**config.mk**
```make
export PLATFORM = sky130hd
export DESIGN_NAME = seg_menu_ctrl_flat
export DESIGN_NICKNAME = d
export VERILOG_FILES = /design/src/rtl/seg_menu_pkg.sv /design/src/rtl/seg_menu_ctrl_if.sv /design/src/rtl/seg_menu_ctrl_scan.sv /design/src/rtl/seg_menu_ctrl.sv /design/src/flat_wrapper.sv
export SDC_FILE = /design/constraint.sdc
export NUM_CORES = 1
export LEC_CHECK = 0
export CAP_MARGIN = 25
export CORE_UTILIZATION = 60
export DETAILED_ROUTE_END_ITERATION = 7
export PLACE_DENSITY = 0.86
export SYNTH_ARGS = -nofsm -noshare
export SYNTH_HDL_FRONTEND = slang
export SYNTH_SLANG_ARGS = --single-unit
```
**constraint.sdc**
```tcl
create_clock -name clk -period 3 [get_ports clk]
set_input_delay 0.3 -clock clk [delete_from_list [all_inputs] [get_ports clk]]
set_output_delay 0.3 -clock clk [all_outputs]
set_load 0.02 [all_outputs]
```
**src/rtl/seg_menu_pkg.sv**
```systemverilog
// Shared types and segment encodings for the 7-segment menu controller.
// Segment bytes are {a,b,c,d,e,f,g,dp}, active-high.
package seg_menu_pkg;

  typedef enum logic [2:0] {
    ST_IDLE, ST_SEL_A, ST_SEL_B, ST_RUN_P, ST_RUN_C, ST_RUN_E, ST_FINISH
  } state_t;

  typedef enum logic [1:0] {GRP_NONE, GRP_A, GRP_B} group_t;

  localparam logic [2:0] CMD_A      = 3'd1;
  localparam logic [2:0] CMD_B      = 3'd2;
  localparam logic [2:0] CMD_P      = 3'd3;
  localparam logic [2:0] CMD_C      = 3'd4;
  localparam logic [2:0] CMD_E      = 3'd5;
  localparam logic [2:0] CMD_CANCEL = 3'd7;

  localparam logic [7:0] SEG_H     = 8'b01101110;
  localparam logic [7:0] SEG_A     = 8'b11101110;
  localparam logic [7:0] SEG_B     = 8'b11111110;
  localparam logic [7:0] SEG_P     = 8'b11001110;
  localparam logic [7:0] SEG_C     = 8'b10011100;
  localparam logic [7:0] SEG_E     = 8'b10011110;
  localparam logic [7:0] SEG_G     = 8'b10111110;
  localparam logic [7:0] SEG_BLANK = 8'b00000000;

  function automatic logic [7:0] seg_digit(input logic [3:0] d);
    case (d)
      4'd0: seg_digit = 8'b11111100;
      4'd1: seg_digit = 8'b01100000;
      4'd2: seg_digit = 8'b11011010;
      4'd3: seg_digit = 8'b11110010;
      4'd4: seg_digit = 8'b01100110;
      4'd5: seg_digit = 8'b10110110;
      4'd6: seg_digit = 8'b10111110;
      4'd7: seg_digit = 8'b11100000;
      4'd8: seg_digit = 8'b11111110;
      4'd9: seg_digit = 8'b11110110;
      default: seg_digit = SEG_BLANK;
    endcase
  endfunction

  function automatic logic is_timed(input state_t s);
    is_timed = (s == ST_RUN_P) || (s == ST_RUN_C) || (s == ST_RUN_E) || (s == ST_FINISH);
  endfunction

  function automatic logic [7:0] state_letter(input state_t s);
    case (s)
      ST_IDLE:   state_letter = SEG_H;
      ST_SEL_A:  state_letter = SEG_A;
      ST_SEL_B:  state_letter = SEG_B;
      ST_RUN_P:  state_letter = SEG_P;
      ST_RUN_C:  state_letter = SEG_C;
      ST_RUN_E:  state_letter = SEG_E;
      ST_FINISH: state_letter = SEG_G;
      default:   state_letter = SEG_BLANK;
    endcase
  endfunction

endpackage

```
**src/rtl/seg_menu_ctrl_if.sv**
```systemverilog
// Command/display bundle between the operator side (master) and the controller (slave).
interface seg_menu_ctrl_if #(parameter int DIGITS = 4);
  logic [2:0]        cmd;
  logic              cmd_valid;
  logic [7:0]        seg;
  logic [DIGITS-1:0] an;
  logic              busy;
  logic              phase_done;

  modport master (output cmd, cmd_valid, input seg, an, busy, phase_done);
  modport slave  (input cmd, cmd_valid, output seg, an, busy, phase_done);
endinterface

```
**src/rtl/seg_menu_ctrl_scan.sv**
```systemverilog
// Digit multiplexer: walks the digits every SCAN_DIV cycles and registers seg/an together.
// SEG_ACTIVE_LOW_EN inverts both outputs (and their reset value) for common-anode boards.
module seg_scan #(
  parameter int DIGITS   = 4,
  parameter int SCAN_DIV = 1000
) (
  input  logic                   clk,
  input  logic                   rst,
  input  logic [DIGITS-1:0][7:0] codes_i,
  output logic [7:0]             seg_o,
  output logic [DIGITS-1:0]      an_o
);
  localparam int CW = (SCAN_DIV > 1) ? $clog2(SCAN_DIV) : 1;
  localparam int IW = $clog2(DIGITS);
`ifdef SEG_ACTIVE_LOW_EN
  localparam logic POL = 1'b1;
`else
  localparam logic POL = 1'b0;
`endif

  logic [CW-1:0]     cnt_q, cnt_d;
  logic [IW-1:0]     idx_q, idx_d;
  logic [7:0]        seg_q, seg_d;
  logic [DIGITS-1:0] an_q, an_d;

  always_comb begin
    cnt_d = cnt_q + 1'b1;
    idx_d = idx_q;
    if (cnt_q == CW'(SCAN_DIV - 1)) begin
      cnt_d = '0;
      idx_d = (idx_q == IW'(DIGITS - 1)) ? '0 : idx_q + 1'b1;
    end
    an_d        = '0;
    an_d[idx_q] = 1'b1;
    seg_d       = codes_i[idx_q];
  end

  always_ff @(posedge clk or posedge rst) begin
    if (rst) begin
      cnt_q <= '0;
      idx_q <= '0;
      seg_q <= {8{POL}};
      an_q  <= {DIGITS{POL}};
    end else begin
      cnt_q <= cnt_d;
      idx_q <= idx_d;
      seg_q <= seg_d ^ {8{POL}};
      an_q  <= an_d ^ {DIGITS{POL}};
    end
  end

  assign seg_o = seg_q;
  assign an_o  = an_q;
endmodule

```
**src/rtl/seg_menu_ctrl.sv**
```systemverilog
// Two-level menu FSM with self-timed run/finish phases driving a multiplexed 7-seg display.
// Optional build macro: SEG_ACTIVE_LOW_EN (inverted seg/an, handled in seg_scan).
module seg_menu_ctrl
  import seg_menu_pkg::*;
#(
  parameter int DIGITS      = 4,
  parameter int SCAN_DIV    = 1000,
  parameter int TICK_DIV    = 50_000_000,
  parameter int PHASE_TICKS = 3
) (
  input logic            clk,
  input logic            rst,
  seg_menu_ctrl_if.slave bus
);
  localparam int PW = (TICK_DIV > 1) ? $clog2(TICK_DIV) : 1;

  state_t  state_q, state_d;
  group_t  grp_q, grp_d;
  logic [PW-1:0] presc_q, presc_d;
  logic [3:0]    rem_q, rem_d;
  logic          busy_q, done_q, done_d;
  logic          tick, expire, cancel;
  logic [DIGITS-1:0][7:0] codes;

  always_comb begin
    state_d = state_q;
    grp_d   = grp_q;
    presc_d = presc_q;
    rem_d   = rem_q;
    done_d  = 1'b0;
    tick    = (presc_q == PW'(TICK_DIV - 1));
    expire  = tick && (rem_q == 4'd1);
    cancel  = bus.cmd_valid && (bus.cmd == CMD_CANCEL) && (state_q != ST_IDLE);

    if (is_timed(state_q)) begin
      presc_d = tick ? '0 : presc_q + 1'b1;
      if (tick) rem_d = rem_q - 1'b1;
    end

    // CANCEL outranks a same-cycle expiry and suppresses phase_done
    if (cancel) begin
      state_d = ST_IDLE;
    end else begin
      case (state_q)
        ST_IDLE: if (bus.cmd_valid) begin
          if (bus.cmd == CMD_A)      state_d = ST_SEL_A;
          else if (bus.cmd == CMD_B) state_d = ST_SEL_B;
        end
        ST_SEL_A, ST_SEL_B: if (bus.cmd_valid) begin
          if (bus.cmd == CMD_P)      state_d = ST_RUN_P;
          else if (bus.cmd == CMD_C) state_d = ST_RUN_C;
          else if (bus.cmd == CMD_E) state_d = ST_RUN_E;
        end
        ST_RUN_P: if (expire) begin
          state_d = ST_FINISH;
          done_d  = 1'b1;
        end
        ST_RUN_C, ST_RUN_E, ST_FINISH: if (expire) begin
          state_d = ST_IDLE;
          done_d  = 1'b1;
        end
        default: state_d = ST_IDLE;
      endcase
    end

    // Entry actions: timed states restart the prescaler and reload the countdown
    if (state_d != state_q) begin
      presc_d = '0;
      rem_d   = is_timed(state_d) ? 4'(PHASE_TICKS) : 4'd0;
      case (state_d)
        ST_SEL_A: grp_d = GRP_A;
        ST_SEL_B: grp_d = GRP_B;
        ST_IDLE:  grp_d = GRP_NONE;
        default:  grp_d = grp_q;
      endcase
    end
  end

  always_ff @(posedge clk or posedge rst) begin
    if (rst) begin
      state_q <= ST_IDLE;
      grp_q   <= GRP_NONE;
      presc_q <= '0;
      rem_q   <= '0;
      busy_q  <= 1'b0;
      done_q  <= 1'b0;
    end else begin
      state_q <= state_d;
      grp_q   <= grp_d;
      presc_q <= presc_d;
      rem_q   <= rem_d;
      busy_q  <= is_timed(state_d);
      done_q  <= done_d;
    end
  end

  always_comb begin
    codes    = '0;
    codes[0] = state_letter(state_q);
    if (is_timed(state_q)) codes[1] = seg_digit(rem_q);
    case (grp_q)
      GRP_A:   codes[DIGITS-1] = SEG_A;
      GRP_B:   codes[DIGITS-1] = SEG_B;
      default: codes[DIGITS-1] = SEG_BLANK;
    endcase
  end

  seg_scan #(.DIGITS(DIGITS), .SCAN_DIV(SCAN_DIV)) u_scan (
    .clk     (clk),
    .rst     (rst),
    .codes_i (codes),
    .seg_o   (bus.seg),
    .an_o    (bus.an)
  );

  assign bus.busy       = busy_q;
  assign bus.phase_done = done_q;
endmodule

```
**src/flat_wrapper.sv**
```systemverilog
// flat-port wrapper written by rule: the top's interface ports become plain ports
module seg_menu_ctrl_flat import seg_menu_pkg::*;
#(
  parameter int DIGITS      = 4,
  parameter int SCAN_DIV    = 1000,
  parameter int TICK_DIV    = 50_000_000,
  parameter int PHASE_TICKS = 3
)
  (clk, rst, bus_cmd, bus_cmd_valid, bus_seg, bus_an, bus_busy, bus_phase_done);
  seg_menu_ctrl_if #(.DIGITS(DIGITS)) bus_i ();
  input logic clk;
  input logic rst;
  input wire logic [$bits(bus_i.cmd)-1:0] bus_cmd;
  input wire logic [$bits(bus_i.cmd_valid)-1:0] bus_cmd_valid;
  output wire logic [$bits(bus_i.seg)-1:0] bus_seg;
  output wire logic [$bits(bus_i.an)-1:0] bus_an;
  output wire logic [$bits(bus_i.busy)-1:0] bus_busy;
  output wire logic [$bits(bus_i.phase_done)-1:0] bus_phase_done;
  assign bus_i.cmd = bus_cmd;
  assign bus_i.cmd_valid = bus_cmd_valid;
  assign bus_seg = bus_i.seg;
  assign bus_an = bus_i.an;
  assign bus_busy = bus_i.busy;
  assign bus_phase_done = bus_i.phase_done;
  seg_menu_ctrl #(.DIGITS(DIGITS), .SCAN_DIV(SCAN_DIV), .TICK_DIV(TICK_DIV), .PHASE_TICKS(PHASE_TICKS)) u_core (.clk(clk), .rst(rst), .bus(bus_i));
endmodule
```
# Word-level counts from Yosys, hierarchy flattened

Memories as Yosys holds them, arrays and structs flattened.
Index checks and enable logic that the tools add are counted.
Widths: inputs -> output; s select.

Bits in latches: 0
Memories kept: 1
Bits in writable memories: 0
ROM bits: 112
Bits in registers: 61

Memories:

| memory          | words | bits a word | read ports | clocked after Yosys merged registers in | wr ports | line               | RTL |
|---|---|---|---|---|---|---|---|
| (no name shown) | 16    | 7           | 1          | 0                                       | 0        | seg_menu_pkg.sv:28 | `case (d)` |

Multiply operators: 0
Divide/modulo/power cells: 0
Equality and inequality tests: 25
Muxes and demuxes: 31
Add/subtract/negate cells: 4
Reduce and logical (&&, ||, !) cells: 21
Shifts and indexed selects: 0
Bitwise gates (word level): 0
Magnitude comparators: 2

Operators with widths:

| kind                  | count |
|---|---|
| $mux 26               | 3 |
| $pmux 8 s7            | 1 |
| $mux 3                | 10 |
| $eq 3x3->1 const B    | 9 |
| $add 26x1->26 const B | 1 |
| $eq 26x26->1 const B  | 1 |
| $eq 3x2->1 const B    | 6 |
| $bmux 8 s2            | 1 |
| $mux 8                | 2 |
| $pmux 8 s2            | 1 |
| $mux 4                | 3 |
| $pmux 3 s4            | 1 |
| $add 10x1->10 const B | 1 |
| $eq 10x10->1 const B  | 1 |
| $mux 10               | 1 |
| $eq 3x1->1 const B    | 3 |
| $logic_not 3->1       | 2 |
| $logic_or 1x1->1      | 6 |
| $pmux 2 s3            | 1 |
| $reduce_bool 3->1     | 2 |
| $eq 2x2->1 const B    | 2 |
| $eq 4x1->1 const B    | 1 |
| $logic_and 1x1->1     | 4 |
| $mux 1                | 4 |
| other kinds (13)      | 16 |

# Depth between registers and ports, before layout

Gate-level depths: netlist of run 1.

Word-level depth: 13
Depth in mapped cells: 12

# Cells and area by module

Synthesis of run 1 repeated with hierarchy kept, for this count alone.

Cell total of the unflattened synthesis: 409
Area total of the unflattened synthesis: 3,813.7 µm²

Modules (own cells, without submodules):

| module        | area each (µm²) | seq. area each (µm²) | instances | cells an instance |
|---|---|---|---|---|
| seg_menu_ctrl | 2,682.6         | 925.9                | 1         | 327 |
| seg_scan      | 1,131.1         | 600.6                | 1         | 82 |

# Worst setup path before layout of run 1

OpenSTA, ideal clock, no wires.

Path kind: flip-flop to flip-flop
Start: register u_core.rem_q[1]
End: register u_core.presc_q[10]
Buffers on the path: 0
Arrival: 2.416 ns
Required time: 2.875 ns
Stages on the path, launching flop included: 10
Period minus slack after synthesis: 2.541 ns
Setup slack: 0.459 ns
Path through: dfrtp_1 > inv_1 > ha_1 > or3b_4 > nor4b_2 > a21o_1 > a21oi_1 > mux2_4 > o21ai_1 > mux2_2

Longest elaborated chain between the ends: 7
Elaborated cells between the ends (all ways): 9

Ends and longest elaborated chain:

| what                                                | line                                     | RTL |
|---|---|---|
| start: declaration                                  | seg_menu_ctrl.sv:20                      | `logic [3:0] rem_q, rem_d;` |
| start signal: assignment                            | seg_menu_ctrl.sv:91                      | `rem_q <= rem_d;` |
| $eq 4x1->1 *                                        | seg_menu_ctrl.sv:32                      | `expire = tick && (rem_q == 4'd1);` |
| $logic_and 1x1->1 *                                 | seg_menu_ctrl.sv:32                      |  |
| $mux 3, on equally long branches                    | seg_menu_ctrl.sv:58, seg_menu_ctrl.sv:54 |  |
| $pmux 3 s4 *                                        | seg_menu_ctrl.sv:44                      | `case (state_q)` |
| $mux 3 *                                            | seg_menu_ctrl.sv:41                      | `if (cancel) begin` |
| $ne 3x3->1 *                                        | seg_menu_ctrl.sv:67                      | `if (state_d != state_q) begin` |
| $mux 26 / $reduce_bool 2->1 (equally long branches) | --                                       |  |
| end signal: assignment                              | seg_menu_ctrl.sv:90                      | `presc_q <= presc_d;` |
| end: declaration                                    | seg_menu_ctrl.sv:19                      | `logic [PW-1:0] presc_q, presc_d;` |

Every way passes the cells marked *; elsewhere a longest branch is shown, timed or not.
A chain may end at the register's enable or synchronous reset.

# Final worst setup path of run 1

Start: register u_core.rem_q[1]
End: register u_core.presc_q[24]

The elaborated chain is that of the path after synthesis.

==> results.md, run 1 <==
* Crit path required time at 3270 ps
* Number of CTS-inserted buffers at 9
* Total GRT Usage at 27.9%
* RSZ-0062 raised after global routing: false
* Vias in the first global route at 3527
* Clock Tree Buf Depth at 2
* Largest delay share family, worst path: simple AND/OR/NAND/NOR gates
* Avg Inst Size Synth at 8.72 um2
* Num ports at 20
* WL per Instance at 15.7 um
* Synth area leader: dfrtp_1
* Leakage power at 1.95 nW
* Worst Setup SP: u_core.rem_q[1]
* Site Rows at 30
* Post-Syn Instances at 482
* Final Max Tran Viols at 0
* Final Setup Violations at 0
* PnR worst setup slack at 292 ps
* Crit path cell chain: inv_1 -> ha_1 -> or3b_4 -> nor4b_2 -> a21o_1 -> a21oi_1 -> mux2_4 -> buf_4 -> o21ai_2 -> mux2i_1
* Yosys warnings at 0
* Status: completed
* Max cap viols at 0
* Buffers on Ports at 18
* Sequential share of the synthesized area at 35.7%
* Post-Syn Area at 4210 um2
* Endpoint class of the critical path: flop
* Die Wd at 85.7 um
* Drt first pass iters at 5
* Hold crit path type: primary input to async pin
* FF-to-FF Start: u_core.rem_q[1]
* Post-CTS Setup Bufs at 0
* CP Buf/Inv Count at 2
* Clk slew on worst S/H paths at 80 ps
* Async SR Flop Fraction at 100%
* Largest net degree at the start of global routing at 27
* Worst-Margin Slew at 665 ps
* Comb power frac at 47.8%
* Post-Route Setup TNS at 0 ps
* Detailed Route WL at 9530 um
* Die span in y at 85.7 um
* Initial antenna violation count at 0
* Post-synth EDFFs at 0
* Area Growth Syn to Fin at 11.5%
* #FFs+latches synth at 60
* 1st-iter DRT viols at 278
* Routed vias at 3681
* First-pass GRT wire length at 16100 um
* HPWL Detailed at 6790 um
* Commonest non-fill, non-tap cells in the layout: 70 x nand2_1, 60 x dfrtp_1, 36 x nor2_1, 34 x o21ai_0, 26 x nand2b_1
* Critical Path AT at 2970 ps
* Sequential share of power at 31.4%
* Critical path's slowest cell: dfrtp_1
* Yosys top cell area share at 35.7%
* CTS resizes at 0
* Synth area leaders: dfrtp_1 36%, nand2_1 6.2%, mux2i_1 5.7%
* Worst Skew at 13.0 ps
* Fmax achieved at 0.369 GHz
* Critical setup path kind: flop to flop
* Sinks on the clock net at 60
* CTS tree: built
* CORE AREA at 6790 um2
* Place WS at 89.3 ps
* CP max stage delay at 450 ps
* Switching Fraction at 43.6%
* Final hold viol count at 0
* Fin crit share at 90.3%
* Layout Nets at 527
* Gr ovfl total at 0
* Routed Antenna Nets at 0
* Via density at 6.05
* Slew HR at 55.5%
* Peak supply drop at 543 uV
* # fillers at 518
* Worst-Skew Late Latency at 350 ps
* Routability-driven placement congestion ratio at 0.935
* Syn nets at 502
* Leading cell type in the layout, fill and taps excluded: nand2_1
* Drt drc at 0
* Diodes inserted at 0
* Total power per unit cell area at 680 nW/um2
* Crit path launch type: flop
* Final min period at 2710 ps
* Worst-path maximum fanout at 13
* Hold_buf cts at 0
* Fraction of layout cells with a size suffix above 1 at 13.9%
* H-tree levels at 3
* Initial Utilization at 61.9%
* Final hold slack at 315 ps
* Primary flip-flop cell chosen by synthesis mapping: dfrtp_1
* Internal Power at 1.80 mW
* Clk pwr share at 20.8%
* DIE AREA at 7350 um2
* Clock root buffer: clkbuf_8
* Synth unique cells at 64
* NetSw at 1.39 mW
flip-flops by register name, summed over array words and instances, names as in the netlist:
signal	cells
u_core.bus.busy	1
u_core.bus.phase_done	1
u_core.grp_q	2
u_core.presc_q	26
u_core.rem_q	4
u_core.state_q	3
u_core.u_scan.an_o	4
u_core.u_scan.cnt_q	10
u_core.u_scan.idx_q	2
u_core.u_scan.seg_o	7
routing by layer:
layer	track usage, %	part of all wire, %	up-vias
met3	6.16	5.7	21
met4	10.2	2.1	0
met5	0	0	-
met2	48.7	50	144
li1	-	-	1753
met1	33.9	42	1763
cells by family after synthesis:
| kind of cell | count (synthesis) | synth area share [%] |
|---|---|---|
| and+or+nand+nor | 218 | 28.0 |
| AOI/OAI and AO/OA | 110 | 17.9 |
| DFF | 60 | 35.7 |
| buffers and inverters | 38 | 4.70 |
| muxes | 26 | 6.34 |
| adders and majority gates | 16 | 4.64 |
| xor gates and xnor gates | 13 | 2.71 |
| other | 1 | 0.0892 |
layout make-up:
| class | instances | area [um2] | area share, % |
|---|---|---|---|
| well taps | 96 | 120 | 2.56 |
| repair buffers | 38 | 330 | 7.05 |
| multi-input cells | 384 | 2510 | 53.5 |
| clock buffers | 9 | 124 | 2.64 |
| flip-flops and latches | 60 | 1500 | 32.0 |
| clock inverters | 7 | 52.6 | 1.12 |
| inverters | 14 | 52.6 | 1.12 |
synthesized netlist by cell type (all sizes together) (5+ instances only):
cell type,instances
a21o,5
clkbuf,9
nor2,36
and2,8
mux2i,24
o21ai,50
nand2b,26
nor4,5
buf,15
nor3,5
inv,13
nand3,18
dfrtp,60
xnor2,9
nand4bb,6
a21oi,24
o22ai,9
nand2,70
nand4,10
ha,14
and3,11
final timing paths:
| kind | slack (ps) | cells past startpoint | end |
|---|---|---|---|
| min | 320 | 2 | u_core.rem_q[3] |
| max in group asynchronous | 2000 | 3 | u_core.presc_q[25] |
| max | 290 | 10 | u_core.presc_q[24] |
| max reg2reg | 290 | 10 | u_core.presc_q[24] |
| min in group clk | 460 | 1 | u_core.u_scan.cnt_q[0] |
| min reg2reg | 460 | 1 | u_core.u_scan.cnt_q[0] |
metrics by stage:
stage | cell area, um2 | power, mW | util, % | cells
after floorplan | 4210 | 2.10 | - | 482
after global placement | 4510 | 2.46 | 66.4 | 592
after detailed placement | 4510 | 2.51 | 66.4 | 592
after CTS | 4690 | 3.19 | 69.0 | 608
after global routing | 4690 | 3.40 | 69.0 | 608
final | 4690 | 3.19 | 69.0 | 608
power by group through the flow:
| stage | sequential [mW] | clock, mW | combinational (mW) |
|---|---|---|---|
| after detailed placement | 1.01 | 0 | 1.50 |
| after global placement | 1.01 | 0 | 1.46 |
| after CTS | 0.998 | 0.680 | 1.51 |
| final | 1.00 | 0.664 | 1.52 |
| after floorplan | 1.04 | 0 | 1.06 |
| after global routing | 1.01 | 0.709 | 1.67 |
No activity file was read; power rests on OpenSTA's default activity.
==> run 2, diff against run 1 <==
--- a/config.mk
+++ b/config.mk
@@ -8,7 +8,7 @@
 export CAP_MARGIN = 25
 export CORE_UTILIZATION = 60
 export DETAILED_ROUTE_END_ITERATION = 7
-export PLACE_DENSITY = 0.86
+export PLACE_DENSITY = 0.79
 export SYNTH_ARGS = -nofsm -noshare
 export SYNTH_HDL_FRONTEND = slang
 export SYNTH_SLANG_ARGS = --single-unit
==> results.md, run 2 (synthesized netlist as in run 1, its figures left out) <==
* Num ports at 20
* Routed vias at 3713
* Clock root buffer: clkbuf_8
* Worst-Margin Slew at 703 ps
* CTS tree: built
* Drt first pass iters at 5
* Largest delay share family, worst path: simple AND/OR/NAND/NOR gates
* Slew HR at 53.0%
* Reg with most FFs: u_core.presc_q
* Die Wd at 85.7 um
* Worst-Skew Late Latency at 350 ps
* Status: completed
* Fmax achieved at 0.354 GHz
* Final hold slack at 341 ps
* CP max stage delay at 510 ps
* DIE AREA at 7350 um2
* Die span in y at 85.7 um
* Critical Path AT at 3090 ps
* Hold crit path type: primary input to async pin
* CTS resizes at 0
* Fraction of layout cells with a size suffix above 1 at 13.2%
* Placed cell areas at 4520 um2
* H-tree levels at 3
* Place WS at 114 ps
* Final min period at 2830 ps
* HPWL Detailed at 6910 um
* Final hold viol count at 0
* Detailed Route WL at 9890 um
* Crit path launch type: flop
* Fin crit share at 94.2%
* Largest net degree at the start of global routing at 43
* First-pass GRT wire length at 16100 um
* Buffers on Ports at 18
* Final Setup Violations at 0
* Worst Skew at 13.3 ps
* Critical setup path kind: flop to flop
* Final Max Tran Viols at 0
* Sinks on the clock net at 60
* Routability-driven placement congestion ratio at 0.887
* Via density at 6.15
* Peak supply drop at 501 uV
* Post-Place Cells at 588
* Initial antenna violation count at 0
* Crit path required time at 3260 ps
* Clk slew on worst S/H paths at 80 ps
* Leakage power at 1.95 nW
* Hold_buf cts at 0
* CORE AREA at 6790 um2
* Vias in the first global route at 3362
* Crit path cell chain: ha_1 -> nand2_1 -> nor4_2 -> and2_4 -> o22ai_2 -> mux2_4 -> buf_4 -> o21ai_2 -> mux2i_1
* Routed Antenna Nets at 0
* Leading cell type in the layout, fill and taps excluded: nand2_1
* Total power per unit cell area at 698 nW/um2
* Critical path's slowest cell: nor4_2
* WL per Instance at 16.4 um
* Drt drc at 0
* Diodes inserted at 0
* Site Rows at 30
* Number of CTS-inserted buffers at 9
* Total GRT Usage at 27.8%
* Max reg flops at 26
* 1st-iter DRT viols at 297
* PnR worst setup slack at 174 ps
* CP Buf/Inv Count at 1
* Worst-path maximum fanout at 17
* Gr ovfl total at 0
* Post-Route Setup TNS at 0 ps
* Final Non-Filler Cells at 604
* Area Growth Syn to Fin at 11.9%
* Max cap viols at 0
* Final instance area at 4710 um2
* Clock Tree Buf Depth at 2
* Layout Nets at 523
* Commonest non-fill, non-tap cells in the layout: 70 x nand2_1, 60 x dfrtp_1, 36 x nor2_1, 34 x o21ai_0, 26 x nand2b_1
* Endpoint class of the critical path: flop
* Initial Utilization at 61.9%
* RSZ-0062 raised after global routing: false
* Post-CTS Setup Bufs at 0
## run 2: cell count changes in the layout (fill, tap and decap cells not counted), sizes merged
cell,change
clkinvlp,+2
inv,-1
clkinv,-3
clkbuf,+2
buf,-4
## run 2: final timing paths
kind	cells after the start	end	slack, ps	startpoint
setup / recovery	9	u_core.presc_q[20]	170	u_core.presc_q[0]
hold / removal	2	u_core.presc_q[7]	340	rst
setup reg to reg	9	u_core.presc_q[20]	170	u_core.presc_q[0]
hold reg to reg	1	u_core.u_scan.cnt_q[0]	460	u_core.u_scan.cnt_q[0]
max in group asynchronous	3	u_core.u_scan.cnt_q[7]	2060	rst
min in group clk	1	u_core.u_scan.cnt_q[0]	460	u_core.u_scan.cnt_q[0]
## run 2: area by class of cell
cell class,count,area [um2]
timing repair buffer,34,338
tap,96,120
clock buffer,11,151
fill,524,2090
inverter,14,52.6
multi-input combinational,384,2510
clock inverter,5,36.3
sequential,60,1500
## run 2: report_power, final
part	internal, mW	switching, mW
sequential	0.908	0.125
clock	0.345	0.358
combinational	0.616	0.931
## run 2: routing by layer
layer / share of wire [%] / global-route usage [%]
met4: 1.9 / 11.5
met2: 48 / 44.1
met1: 45 / 38.4
met3: 5.1 / 4.04
met5: 0 / 0
## run 2: metrics by stage
stage / power, mW / utilization, %
after floorplan: 2.10 / -
after global placement: 2.51 / 66.5
after detailed placement: 2.57 / 66.5
after CTS: 3.27 / 69.3
after global routing: 3.47 / 69.3
final: 3.28 / 69.3
